### src/rtl/bp_me_wormhole_packet_decode_lce_resp.sv
// bp_me_wormhole_packet_decode_lce_resp: reassembles wormhole LCE response flits into cid/cord/payload for the CCE
// Ports: clk_i, reset_n_i (async active-low); link_data_i/link_v_i/link_ready_o flit input;
// payload_o/cid_o/cord_o/v_o/yumi_i packet output; overflow_o pulses per discarded excess flit.
module bp_me_wormhole_packet_decode_lce_resp #(
  parameter int flit_width_p = 64,
  parameter int cord_width_p = 5,
  parameter int len_width_p = 4,
  parameter int cid_width_p = 2,
  parameter int payload_width_p = 600,
  parameter int max_len_p = (cord_width_p + len_width_p + cid_width_p + payload_width_p + flit_width_p - 1) / flit_width_p - 1
) (
  input  logic                       clk_i,
  input  logic                       reset_n_i,
  input  logic [flit_width_p-1:0]    link_data_i,
  input  logic                       link_v_i,
  output logic                       link_ready_o,
  output logic [payload_width_p-1:0] payload_o,
  output logic [cid_width_p-1:0]     cid_o,
  output logic [cord_width_p-1:0]    cord_o,
  output logic                       v_o,
  input  logic                       yumi_i,
  output logic                       overflow_o
);
  localparam int packet_width_lp = cord_width_p + len_width_p + cid_width_p + payload_width_p;
  localparam int buf_w = (max_len_p + 1) * flit_width_p;
  localparam int idx_w = $clog2(max_len_p + 2);
  localparam logic [idx_w-1:0] max_idx = idx_w'(max_len_p);
  localparam logic [1:0] e_idle = 2'd0, e_recv = 2'd1, e_out = 2'd2;
  logic [1:0] state_r;
  logic [buf_w-1:0] data_r;
  logic [idx_w-1:0] idx_r;
  logic [len_width_p-1:0] rem_r, len;
  logic accept;
  assign link_ready_o = state_r != e_out;
  assign accept = link_v_i & link_ready_o;
  assign len = link_data_i[cord_width_p +: len_width_p];
  assign v_o = state_r == e_out;
  assign cord_o = data_r[0 +: cord_width_p];
  assign cid_o = data_r[cord_width_p + len_width_p +: cid_width_p];
  assign payload_o = data_r[packet_width_lp - payload_width_p +: payload_width_p];
  always_ff @(posedge clk_i or negedge reset_n_i) begin
    if (!reset_n_i) begin
      state_r <= e_idle;
      data_r <= '0;
      idx_r <= '0;
      rem_r <= '0;
      overflow_o <= 1'b0;
    end else begin
      overflow_o <= 1'b0;
      if (state_r == e_idle && accept) begin
        data_r <= buf_w'(link_data_i);
        rem_r <= len;
        idx_r <= idx_w'(1);
        state_r <= (len == '0) ? e_out : e_recv;
      end else if (state_r == e_recv && accept) begin
        for (int k = 1; k <= max_len_p; k++)
          if (idx_r == idx_w'(k)) data_r[k*flit_width_p +: flit_width_p] <= link_data_i;
        overflow_o <= idx_r > max_idx;
        // saturate so an oversize len can never wrap back onto a live slot
        idx_r <= (&idx_r) ? idx_r : idx_r + idx_w'(1);
        rem_r <= rem_r - len_width_p'(1);
        if (rem_r == len_width_p'(1)) state_r <= e_out;
      end else if (state_r == e_out && yumi_i) begin
        state_r <= e_idle;
      end
    end
  end
  always_ff @(posedge clk_i)
    if (reset_n_i) assert (!(yumi_i && !v_o));
endmodule
### config.mk
export PLATFORM = sky130hd
export DESIGN_NAME = bp_me_wormhole_packet_decode_lce_resp
export DESIGN_NICKNAME = d
export VERILOG_FILES = /design/src/rtl/bp_me_wormhole_packet_decode_lce_resp.sv
export SDC_FILE = /design/constraint.sdc
export NUM_CORES = 1
export LEC_CHECK = 0
export CORE_MARGIN = 5
export CORE_UTILIZATION = 30
export CTS_CLUSTER_DIAMETER = 60
export DETAILED_ROUTE_END_ITERATION = 16
export PLACE_DENSITY = 0.53
export SETUP_SLACK_MARGIN = 0.5
export SYNTH_ARGS = -nofsm -noshare
export SYNTH_HDL_FRONTEND = slang
export SYNTH_SLANG_ARGS = --single-unit
### constraint.sdc
create_clock -name clk_i -period 3.9 [get_ports clk_i]
set_input_delay 0.78 -clock clk_i [delete_from_list [all_inputs] [get_ports clk_i]]
set_output_delay 0.78 -clock clk_i [all_outputs]
set_load 0.01 [all_outputs]
==> impl.org <==
** Pwr
- Across the VDD grid, the largest voltage drop is between 0.4 and 0.5 mV.
- Power comes to 32.2 mW.
- Power spread over the standard cell area amounts to 878 nW/um^2.
- Leak :: 14.8 nW

** Route
- After the first detailed-routing iteration, the DRC count stood at 2129.
- Detailed-route DRC error count :: 0
- Vias per std cell :: 5.43
- The first TritonRoute pass finished after 5 iterations.
- After detailed routing, the average wire length per cell comes to ~27 microns.
- Via count :: 24183
- WL final :: 119000 microns
- Once detail routing completed, the nets flagged for antenna violations numbered 0.

** Floorplan
- For this configuration, the core starts out at a cell density of 0.302.
- The die covers 93400 sq um.
- Width of the chip :: 306 microns
- Rows :: 108
- Pin placement for this block handled 678 I/O pins.
- The floorplan step set the die height to 306 microns.
- The core region is 86800 sq um.

** Global route
- All-layer global routing usage :: 0.244
- Global-route wire length before repair :: roughly 170000 microns
- Largest net degree at the start of global routing :: 130
- Number of global-route vias before repair :: 24228
- The total overflow left after global routing is 0.
- The number of antenna violations at the first check in global routing is 5.

** Logic synthesis
- Mapped cell area :: around 26000 sq um
- The synthesized netlist contains 39 unique library cells.
- In this run, synthesis produced a sequential element count of 618.
- By area the synthesized netlist is led by sky130_fd_sc_hd__dfrtp_1 59%, sky130_fd_sc_hd__o21ai_0 11%, sky130_fd_sc_hd__nand3_1 10%.
- Top FF cell, synth :: sky130_fd_sc_hd__dfrtp_1
- A synthesized cell averages 9.51 sq um.
- Counting flops with an async set or reset pin after synthesis yields a share of 1.00.
- Cell type with the highest aggregate area in the netlist :: sky130_fd_sc_hd__dfrtp_1
- Post-synth EDFFs :: 0
- Yosys top cell area share :: 0.590
- Part of the Yosys area used for sequential elements :: 0.590
- Counting every net in the synthesized netlist gives 2832.
- Synthesized instance count :: 2757
- Yosys printed 0 warnings.

** Final layout
- Synth-to-layout area growth :: 39.8%
- Final std cell area, no fill :: ~37000 sq um
- The finished layout holds 4457 standard cells, fillers aside.
- Share of post-route cells with drive strength above 1 :: 0.0870
- Total Nets Final :: 3315

** Timing
- The final number of hold-violating endpoints came to 0.
- In this run the tightest slew margin relative to its limit is 0.288.
- Fmax :: 345 MHz
- TNS Setup :: 0 ns
- Post-layout min period :: 2.90 ns
- Setup repair after global routing left no endpoint under its margin.
- Setup violations remaining at the end of the flow were counted as 0.
- Slew @ Worst Pin :: 1.06 ns
- Final clock skew :: 0.0231 ns
- Max-slew violation count :: 0
- In the finished design, the share of the clock period the worst path needs comes to 0.743.

** Run status
- Run status :: finished, final reports clean

** CTS
- Count of H-tree levels built during CTS :: 3
- Gates resized during post-CTS repair numbered 0.
- TritonCTS built the clock tree.
- Total CTS buffers :: 79
- Clock buffer depth :: 3
- The tree is rooted in a sky130_fd_sc_hd__clkbuf_16.
- Count of hold-fix buffers inserted at cts :: 0
- Number of post-CTS setup repair buffers :: 0
- Clock latency on the worst-skew pair, taken at its later pin, is 0.62 ns.
- Clock-pin slew was measured on the worst setup and hold paths at 0.06 ns.
- The clock net in this run drives a total of 618 sinks.

** Place
- The wire-length estimate of the detail-placed layout is 75000 microns.
- Number of placed instances, taps included :: 4314
- Global placer's final weighted congestion :: 0.780
- PortBufs :: 677
- Cell area after placement :: 34100 sq um

** Setup path
- Among all stages on the critical path, the largest delay is contributed by sky130_fd_sc_hd__dfrtp_1.
- Along the worst path, the maximum fanout reaches 12.
- The critical path goes through nand2b_1 -> clkdlybuf4s50_1.
- For the worst setup path, the data arrival time is ~2.1 ns.
- Critical Path Source Type :: flip-flop
- STA classifies the critical path endpoint as an output pin.
- Critical Path Max Stage Delay :: 0.65 ns
- At the worst endpoint, the required time is 3.12 ns.
- By startpoint and endpoint, the worst setup path is classified as flip-flop to output pin.

** Min path
- The tightest min-delay check is of the input port to async pin type.

** Job
- Max Cap Viol :: 0
[synthesized netlist by cell type, types with 2 or more instances]
cell type                    n
sky130_fd_sc_hd__and3_1      3
sky130_fd_sc_hd__nand4_1     4
sky130_fd_sc_hd__or3b_1      2
sky130_fd_sc_hd__nand3b_1    3
sky130_fd_sc_hd__o22ai_1     2
sky130_fd_sc_hd__o21ai_0   555
sky130_fd_sc_hd__dfrtp_1   618
sky130_fd_sc_hd__buf_1       9
sky130_fd_sc_hd__nand3_1   540
sky130_fd_sc_hd__and4bb_2    2
sky130_fd_sc_hd__buf_2      77
sky130_fd_sc_hd__nand2_1   200
sky130_fd_sc_hd__mux2i_1     2
sky130_fd_sc_hd__and3b_1     2
sky130_fd_sc_hd__nor2b_1     4
sky130_fd_sc_hd__clkbuf_1  262
sky130_fd_sc_hd__mux2_2     48
sky130_fd_sc_hd__a21oi_1   358
sky130_fd_sc_hd__and2_1      5
sky130_fd_sc_hd__nand2b_1    4
sky130_fd_sc_hd__mux2_4     12
sky130_fd_sc_hd__o211ai_1    9
sky130_fd_sc_hd__clkbuf_2    2
sky130_fd_sc_hd__ha_1        7
sky130_fd_sc_hd__nor3_1      3
sky130_fd_sc_hd__buf_6       3
sky130_fd_sc_hd__nor2_1      4
sky130_fd_sc_hd__a22o_1      2
sky130_fd_sc_hd__inv_1       5
[worst max-delay path: cells and delay by family (launching register included)]
family	cells	cell delay, ns
flip-flops	1	0.65
buffers and inverters	1	0.57
AND/OR/NAND/NOR	1	0.28
[cell type report]
class	instances	area (sq um)
Fill cell	8578	50100
Timing Repair Buffer	756	7720
Inverter	5	18.8
Antenna cell	2	5.00
Sequential cell	618	15500
Tap cell	1155	1450
Multi-Input combinational cell	1780	9430
Clock buffer	113	2250
Clock inverter	28	330
[cell families (layout without fill, tap and decap cells)]
family / count (synthesis) / count (layout) / share of synthesized area
AO/OA/AOI/OAI: 928 / 928 / 0.179
adder cells (fa/ha/maj): 7 / 7 / 0.00334
buffers and inverters: 359 / 902 / 0.0562
flip-flops: 618 / 618 / 0.590
multiplexers: 62 / 62 / 0.0282
other: 0 / 2 / 0
AND/OR/NAND/NOR: 783 / 783 / 0.144
[placed cells by master (no fill, tap or decap), types with 3 or more instances in the layout]
master,count
sky130_fd_sc_hd__clkinv_2,10
sky130_fd_sc_hd__mux2_4,12
sky130_fd_sc_hd__ha_1,7
sky130_fd_sc_hd__o211ai_1,9
sky130_fd_sc_hd__nand4_1,4
sky130_fd_sc_hd__o21ai_0,555
sky130_fd_sc_hd__clkinv_4,3
sky130_fd_sc_hd__clkbuf_1,19
sky130_fd_sc_hd__mux2_2,48
sky130_fd_sc_hd__inv_1,5
sky130_fd_sc_hd__clkbuf_16,79
sky130_fd_sc_hd__clkbuf_8,15
sky130_fd_sc_hd__a21oi_1,358
sky130_fd_sc_hd__nor3_1,3
sky130_fd_sc_hd__clkinv_16,3
sky130_fd_sc_hd__inv_6,6
sky130_fd_sc_hd__nand3b_1,3
sky130_fd_sc_hd__buf_4,51
sky130_fd_sc_hd__and2_4,4
sky130_fd_sc_hd__nand2b_1,3
sky130_fd_sc_hd__dfrtp_1,618
sky130_fd_sc_hd__clkdlybuf4s50_1,676
sky130_fd_sc_hd__buf_12,28
sky130_fd_sc_hd__nand3_1,538
sky130_fd_sc_hd__nand2_1,198
[routing by layer]
metal | share of wire | GRT usage | vias up
met5 | 0 | 0 | -
li1 | - | - | 10625
met1 | 0.42 | 0.322 | 12345
met4 | 0.041 | 0.0940 | 0
met2 | 0.46 | 0.380 | 1003
met3 | 0.085 | 0.0725 | 210
[final timing paths]
| path | startpoint | endpoint | slack [ns] | depth (start not counted) |
|---|---|---|---|---|
| min in group clk_i | data_r[34]$_DFFE_PN0P_ | data_r[34]$_DFFE_PN0P_ | 0.51 | 1 |
| max reg2reg | idx_r[1]$_DFFE_PN0P_ | data_r[339]$_DFFE_PN0P_ | 1.27 | 6 |
| max | state_r[0]$_DFFE_PN0P_ | link_ready_o | 1.00 | 2 |
| min | reset_n_i | data_r[58]$_DFFE_PN0P_ | 0.19 | 1 |
| min reg2reg | data_r[34]$_DFFE_PN0P_ | data_r[34]$_DFFE_PN0P_ | 0.51 | 1 |
| max in group asynchronous | reset_n_i | data_r[453]$_DFFE_PN0P_ | 2.69 | 2 |
[report_power, final]
group / switching, mW / internal (mW) / leakage (nW)
Clock: 3.04 / 4.21 / 1.26
Sequential: 1.54 / 8.99 / 8.30
Combinational: 8.05 / 6.38 / 5.22
[sequential cells by signal, summed over array words and instances, names as in the netlist]
register and count:
data_r 607, idx_r 4, rem_r 4, state_r 2
overflow_o 1
[metrics by stage]
stage / utilization / hold WS [ns] / setup slack (ns)
2_1_floorplan: - / 0.484 / 1.83
3_3_place_gp: 0.393 / 0.486 / 0.652
3_5_place_dp: 0.393 / 0.493 / 0.607
4_1_cts: 0.423 / 0.193 / 0.930
5_1_grt: 0.423 / 0.221 / 0.905
6_report: 0.423 / 0.193 / 1.00
(Power assumes the default switching activity.)
